==> src/rtl/neuron_argmax_display_feeder_pkg.sv <==
// Shared types and defaults for the argmax display feeder: accumulator state
// encoding, the frame-result payload and a width helper.
package neuron_argmax_display_feeder_pkg;

    localparam int unsigned DEF_NUM_CLASSES    = 10;
    localparam int unsigned DEF_SCORE_WIDTH    = 16;
    localparam int unsigned DEF_MIN_UPDATE_GAP = 32;
    localparam int unsigned LED_W              = 8;

    typedef enum logic {
        ACCUM   = 1'b0,
        DISCARD = 1'b1
    } acc_state_e;

    // Completed-frame result handed from the argmax tracker to the publisher
    typedef struct packed {
        logic             valid;
        logic [LED_W-1:0] value;
    } result_t;

    // Bits needed to count 0..n-1, never less than one
    function automatic int unsigned idx_width(input int unsigned n);
        return (n > 1) ? $clog2(n) : 1;
    endfunction

endpackage

==> src/rtl/neuron_score_argmax.sv <==
// Frame accumulator: tracks the running argmax over one frame of scores and
// reports the display value combinationally on the beat that completes it.
module neuron_score_argmax
    import neuron_argmax_display_feeder_pkg::*;
#(
    parameter int unsigned NUM_CLASSES = DEF_NUM_CLASSES,
    parameter int unsigned SCORE_WIDTH = DEF_SCORE_WIDTH
) (
    input  logic                          clk,
    input  logic                          rst_n,
    input  logic                          score_valid_i,
    input  logic signed [SCORE_WIDTH-1:0] score_i,
    input  logic                          score_last_i,
    input  logic                          display_mode_i,
    output result_t                       result_c,
    output logic                          frame_error_o
);

    localparam int unsigned     IDX_W    = idx_width(NUM_CLASSES);
    localparam logic [IDX_W-1:0] LAST_IDX = IDX_W'(NUM_CLASSES - 1);

    acc_state_e                    state_q, state_d;
    logic [IDX_W-1:0]              idx_q, idx_d;
    logic [IDX_W-1:0]              best_idx_q, best_idx_d;
    logic signed [SCORE_WIDTH-1:0] best_score_q, best_score_d;
    logic                          frame_error_q, frame_error_d;

    logic                          take_beat;
    logic [IDX_W-1:0]              win_idx;
    logic signed [SCORE_WIDTH-1:0] win_score;
    logic [LED_W-1:0]              win_sat;

    // Best-so-far including the current beat; strict compare keeps the lower index on ties
    always_comb begin
        take_beat = (idx_q == '0) || (score_i > best_score_q);
        win_idx   = take_beat ? idx_q : best_idx_q;
        win_score = take_beat ? score_i : best_score_q;
        if (win_score[SCORE_WIDTH-1]) begin
            win_sat = '0;
        end else if ($unsigned(win_score) > SCORE_WIDTH'(255)) begin
            win_sat = '1;
        end else begin
            win_sat = win_score[LED_W-1:0];
        end
    end

    always_ff @(posedge clk or negedge rst_n) begin
        if (!rst_n) begin
            state_q       <= ACCUM;
            idx_q         <= '0;
            best_idx_q    <= '0;
            best_score_q  <= '0;
            frame_error_q <= 1'b0;
        end else begin
            state_q       <= state_d;
            idx_q         <= idx_d;
            best_idx_q    <= best_idx_d;
            best_score_q  <= best_score_d;
            frame_error_q <= frame_error_d;
        end
    end

    always_comb begin
        state_d       = state_q;
        idx_d         = idx_q;
        best_idx_d    = best_idx_q;
        best_score_d  = best_score_q;
        frame_error_d = 1'b0;
        result_c      = '0;

        case (state_q)
            ACCUM: begin
                if (score_valid_i) begin
                    best_idx_d   = win_idx;
                    best_score_d = win_score;
                    if (idx_q == LAST_IDX) begin
                        idx_d = '0;
                        if (score_last_i) begin
                            result_c.valid = 1'b1;
                            result_c.value = display_mode_i ? win_sat : LED_W'(win_idx);
                        end else begin
                            // Frame longer than NUM_CLASSES: drop the rest of it
                            frame_error_d = 1'b1;
                            state_d       = DISCARD;
                        end
                    end else if (score_last_i) begin
                        idx_d         = '0;
                        frame_error_d = 1'b1;
                    end else begin
                        idx_d = idx_q + IDX_W'(1);
                    end
                end
            end
            DISCARD: begin
                if (score_valid_i && score_last_i) begin
                    state_d = ACCUM;
                    idx_d   = '0;
                end
            end
            default: begin
                state_d = ACCUM;
                idx_d   = '0;
            end
        endcase
    end

    assign frame_error_o = frame_error_q;

endmodule

==> src/rtl/neuron_argmax_display_feeder.sv <==
// Argmax display feeder: finds the winning class per frame and publishes it to
// the 7-segment controller no more often than every MIN_UPDATE_GAP cycles.
module neuron_argmax_display_feeder
    import neuron_argmax_display_feeder_pkg::*;
#(
    parameter int unsigned NUM_CLASSES    = DEF_NUM_CLASSES,
    parameter int unsigned SCORE_WIDTH    = DEF_SCORE_WIDTH,
    parameter int unsigned MIN_UPDATE_GAP = DEF_MIN_UPDATE_GAP
) (
    input  logic                          CLK,
    input  logic                          RESET_N,
    input  logic                          SCORE_VALID,
    input  logic signed [SCORE_WIDTH-1:0] SCORE,
    input  logic                          SCORE_LAST,
    input  logic                          DISPLAY_MODE,
    output logic [LED_W-1:0]              LED_DISPLAY_VALUE,
    output logic                          GENERATE_START_PULSE,
    output logic                          RESULT_READY,
    output logic                          FRAME_ERROR,
    output logic                          OVERRUN
);

    localparam int unsigned     GAP_W   = idx_width(MIN_UPDATE_GAP + 1);
    localparam logic [GAP_W-1:0] GAP_MAX = GAP_W'(MIN_UPDATE_GAP);

    result_t          frame_res;

    logic             pending_q, pending_d;
    logic [LED_W-1:0] pend_val_q, pend_val_d;
    logic [GAP_W-1:0] gap_q, gap_d;
    logic [GAP_W-1:0] gap_inc;
    logic             publish;
    logic [LED_W-1:0] led_q, led_d;
    logic             start_q, start_d;
    logic             ready_q, ready_d;
    logic             overrun_q, overrun_d;

    neuron_score_argmax #(
        .NUM_CLASSES (NUM_CLASSES),
        .SCORE_WIDTH (SCORE_WIDTH)
    ) u_argmax (
        .clk            (CLK),
        .rst_n          (RESET_N),
        .score_valid_i  (SCORE_VALID),
        .score_i        (SCORE),
        .score_last_i   (SCORE_LAST),
        .display_mode_i (DISPLAY_MODE),
        .result_c       (frame_res),
        .frame_error_o  (FRAME_ERROR)
    );

    always_ff @(posedge CLK or negedge RESET_N) begin
        if (!RESET_N) begin
            pending_q  <= 1'b0;
            pend_val_q <= '0;
            gap_q      <= GAP_MAX;
            led_q      <= '0;
            start_q    <= 1'b0;
            ready_q    <= 1'b0;
            overrun_q  <= 1'b0;
        end else begin
            pending_q  <= pending_d;
            pend_val_q <= pend_val_d;
            gap_q      <= gap_d;
            led_q      <= led_d;
            start_q    <= start_d;
            ready_q    <= ready_d;
            overrun_q  <= overrun_d;
        end
    end

    // The gap test includes the cycle this edge closes, so updates land exactly
    // MIN_UPDATE_GAP cycles apart at the fastest.
    always_comb begin
        gap_inc    = (gap_q == GAP_MAX) ? gap_q : gap_q + GAP_W'(1);
        publish    = pending_q && (gap_inc == GAP_MAX);

        pending_d  = pending_q;
        pend_val_d = pend_val_q;
        gap_d      = gap_inc;
        led_d      = led_q;
        start_d    = start_q;
        ready_d    = 1'b0;
        overrun_d  = 1'b0;

        if (publish) begin
            led_d     = pend_val_q;
            start_d   = ~start_q;
            ready_d   = 1'b1;
            gap_d     = '0;
            pending_d = 1'b0;
        end

        // A new result always wins the pending slot; it only counts as an
        // overrun if the old one was not published on this same edge.
        if (frame_res.valid) begin
            pending_d  = 1'b1;
            pend_val_d = frame_res.value;
            overrun_d  = pending_q && !publish;
        end
    end

    assign LED_DISPLAY_VALUE    = led_q;
    assign GENERATE_START_PULSE = start_q;
    assign RESULT_READY         = ready_q;
    assign OVERRUN              = overrun_q;

endmodule

==> config.mk <==
export PLATFORM = sky130hd
export DESIGN_NAME = neuron_argmax_display_feeder
export DESIGN_NICKNAME = d
export VERILOG_FILES = /design/src/rtl/neuron_argmax_display_feeder_pkg.sv /design/src/rtl/neuron_score_argmax.sv /design/src/rtl/neuron_argmax_display_feeder.sv
export SDC_FILE = /design/constraint.sdc
export NUM_CORES = 1
export LEC_CHECK = 0
export BUFFER_PORTS_ARGS = -buffer_cell sky130_fd_sc_hd__buf_2
export CAP_MARGIN = 40
export CORE_MARGIN = 4
export CORE_UTILIZATION = 55
export CTS_CLUSTER_DIAMETER = 120
export DETAILED_ROUTE_END_ITERATION = 10
export PLACE_DENSITY = 0.76
export REMOVE_ABC_BUFFERS = 1
export SYNTH_ARGS = -nofsm -noshare
export SYNTH_HDL_FRONTEND = slang
export SYNTH_SLANG_ARGS = --single-unit
==> constraint.sdc <==
create_clock -name CLK -period 4.9 [get_ports CLK]
set_clock_uncertainty 0.15 [all_clocks]
set_input_delay 0.735 -clock CLK [delete_from_list [all_inputs] [get_ports CLK]]
set_output_delay 0.735 -clock CLK [all_outputs]
set_load 0.05 [all_outputs]
==> impl_metrics.json <==
{
  "status": "completed",
  "synth_area_mm2": 0.002947,
  "track_usage": 0.1953,
  "route.detailed.drc": 0,
  "dieArea_mm2": 0.006593,
  "rows": 26,
  "cts_resized": 0,
  "grt_pass1_wl_um": 9963,
  "worstSetupPathType": "in -> reg",
  "core_region_area_mm2": 0.005140,
  "grt_util_met1": 0.2592,
  "synth_ff_type": "dfrtp_1",
  "start_util": 0.5733,
  "met2_usage": 0.3194,
  "ys_seq_area_frac": 0.4420,
  "vias_per_cell": 5.707,
  "synth_common_cells": "dfrtp_1, inv_1, ha_1, mux2_2, nand2_1",
  "place.port_buffers": 32,
  "final_nets": 348,
  "start_kind": "input port",
  "synth_edf_count": 0,
  "power_leakage_nw": 1.588,
  "ys.warnings.count": 0,
  "worst_slew_pin_slew_ns": 0.9184,
  "rsz0062_at_grt": "no",
  "drtPass1Iterations": 4,
  "drv_slew": 0,
  "worst_ep_required_time_ns": 4.95,
  "finalPower_mw": 1.490,
  "die_w_um": 81.20,
  "cts_tree": "yes",
  "htree_levels": 2,
  "dr_total_vias": 2140,
  "numCtsBuffers": 5,
  "io_pins": 33,
  "slowest_delay_ns": 0.56,
  "synth_top_area_share": 0.4331,
  "yosysTopAreaCell": "dfrtp_1",
  "synth_seq_cells": 52,
  "ir_drop_mv": 0.2456,
  "clkTransAtPathRegs_ns": 0.10,
  "finalHoldViolCount": 0,
  "crit_fanout": 16,
  "hp-class": "reg -> reg",
  "antenna_cells": 0,
  "dp.cells": 367,
  "numClockSinks": 52,
  "wl_um": 5802,
  "areaGrowthSynthToFinish_pct": 11.13,
  "netlist_instances": 268,
  "synth-async-reset-ratio": 1.000,
  "cp_slowest_cell": "nor3b_4",
  "synth_area_per_cell_um2": 10.99,
  "holdWs_ns": 0.3212,
  "power.density_mw_per_mm2": 455.0,
  "grt_pass1_vias": 2156,
  "drv_cap": 0,
  "cp_cell_sequence": "buf_2 -> ha_1 -> nand4_2 -> or4_1 -> a21oi_2 -> nor4_2 -> nor3b_4 -> mux2_2 -> a32o_1",
  "met3_usage": 0.04435,
  "fp.dieH_um": 81.20,
  "timing.critical_path.buf_inv": 1,
  "synth.distinct_cells": 48,
  "cts_setup_buffers": 0,
  "dpl-instance-area_mm2": 0.003178,
  "max_slew_margin": 0.3821,
  "clockRootBuffer": "clkbuf_8",
  "clock_path_buffers": 2,
  "design_area_mm2": 0.003274,
  "layout-drive-gt1-share": 0.2721,
  "stdcell_count": 375,
  "finalWeightedCongestion": 0.8663,
  "post-route-min-period_ns": 3.421,
  "top_usage_layer": "met2",
  "fin_tns_setup_ns": 0,
  "grt_max_degree": 53,
  "cts-hold-fix-buffers": 0,
  "critPathTopFamily": "simple AND/OR/NAND/NOR gates",
  "end_kind": "register",
  "grt_antenna_before_repair": 0,
  "detail_route.wl_per_cell_um": 15.47,
  "setup_viol": 0,
  "netlist_top_cells_area": "dfrtp_1, ha_1, mux2_2, mux2_4, inv_1",
  "synth.most_common_cell": "dfrtp_1",
  "critPathArrivalTime_ns": 3.47,
  "clock_latency_ns": 0.31,
  "overflow": 0,
  "fmax_mhz": 292.3,
  "antenna_left": 0,
  "drt-initial-drc-count": 90,
  "timing.final.crit_share": 0.6981,
  "dpl.hpwl_um": 4424
}
==> power by group <==
| part | total, mW | switching, mW | leakage [nW] | internal, mW |
|---|---|---|---|---|
| registers | 0.631 | 0.0969 | 0.665 | 0.534 |
| logic | 0.600 | 0.319 | 0.877 | 0.281 |
| clock network | 0.260 | 0.154 | 0.0463 | 0.105 |
==> metal layers <==
| layer | vias to the layer above | part of all wire |
|---|---|---|
| li1 | 1036 | - |
| met1 | 1048 | 0.47 |
| met2 | 51 | 0.48 |
| met3 | 5 | 0.047 |
| met4 | 0 | 0.0090 |
| met5 | - | 0 |
==> state kept, by name, indices dropped and copies added, names as in the netlist <==
register	cells
u_argmax.state_q	1
u_argmax.idx_q	4
u_argmax.best_idx_q	4
u_argmax.best_score_q	16
GENERATE_START_PULSE	1
LED_DISPLAY_VALUE	8
OVERRUN	1
pending_q	1
gap_q	6
u_argmax.frame_error_o	1
RESULT_READY	1
pend_val_q	8
==> area by class of cell <==
class,instances,area (um^2)
Clock buffer,5,68.82
Clock inverter,3,27.53
Fill cell,454,1866
Inverter,25,93.84
Multi-Input combinational cell,186,1519
Sequential cell,52,1303
Tap cell,70,87.58
Timing Repair Buffer,34,175.2
==> logic make-up after synthesis <==
family / share of synthesized area
buf+inv: 0.04246
xor+xnor: 0.01783
fa+ha+maj: 0.09767
mux: 0.1448
compound gates: 0.09725
flops: 0.4420
simple gates: 0.1580
==> final timing paths <==
| check | slack [ns] | start | endpoint | cells past startpoint |
|---|---|---|---|---|
| worst max-delay path | 1.48 | SCORE[15] | pend_val_q[7] | 9 |
| worst min-delay path | 0.32 | GENERATE_START_PULSE | GENERATE_START_PULSE | 1 |
| worst max register to register | 1.55 | u_argmax.best_score_q[15] | pend_val_q[7] | 9 |
| worst min register to register | 0.32 | GENERATE_START_PULSE | GENERATE_START_PULSE | 1 |
| max in group asynchronous | 3.78 | RESET_N | u_argmax.best_score_q[10] | 2 |
| min in group asynchronous | 0.37 | RESET_N | u_argmax.best_score_q[4] | 2 |
==> per-stage QoR <==
stage / worst slack, ns / utilization
final: 1.479 / 0.6371
after global routing: 1.352 / 0.6371
after CTS: 1.510 / 0.6371
after detailed placement: 1.190 / 0.6183
after global placement: 1.262 / 0.6183
after floorplan: 1.175 / -
==> placed cells by master (no fill, tap or decap), drive strengths merged, types with 2 or more instances in the layout <==
master / netlist / final
a21oi: 12 / 12
a32o: 6 / 6
buf: 4 / 34
clkbuf: 1 / 5
dfrtp: 51 / 51
ha: 23 / 23
inv: 25 / 26
mux2: 34 / 34
nand2: 21 / 21
nand2b: 4 / 4
nand3: 4 / 4
nand4: 8 / 8
nor2: 15 / 15
nor2b: 6 / 6
nor3: 5 / 5
nor4: 6 / 6
o211ai: 4 / 4
o21ai: 9 / 9
o22ai: 3 / 3
or3: 5 / 5
or4: 2 / 2
xnor2: 6 / 6
No activity file was read; power rests on OpenSTA's default activity.
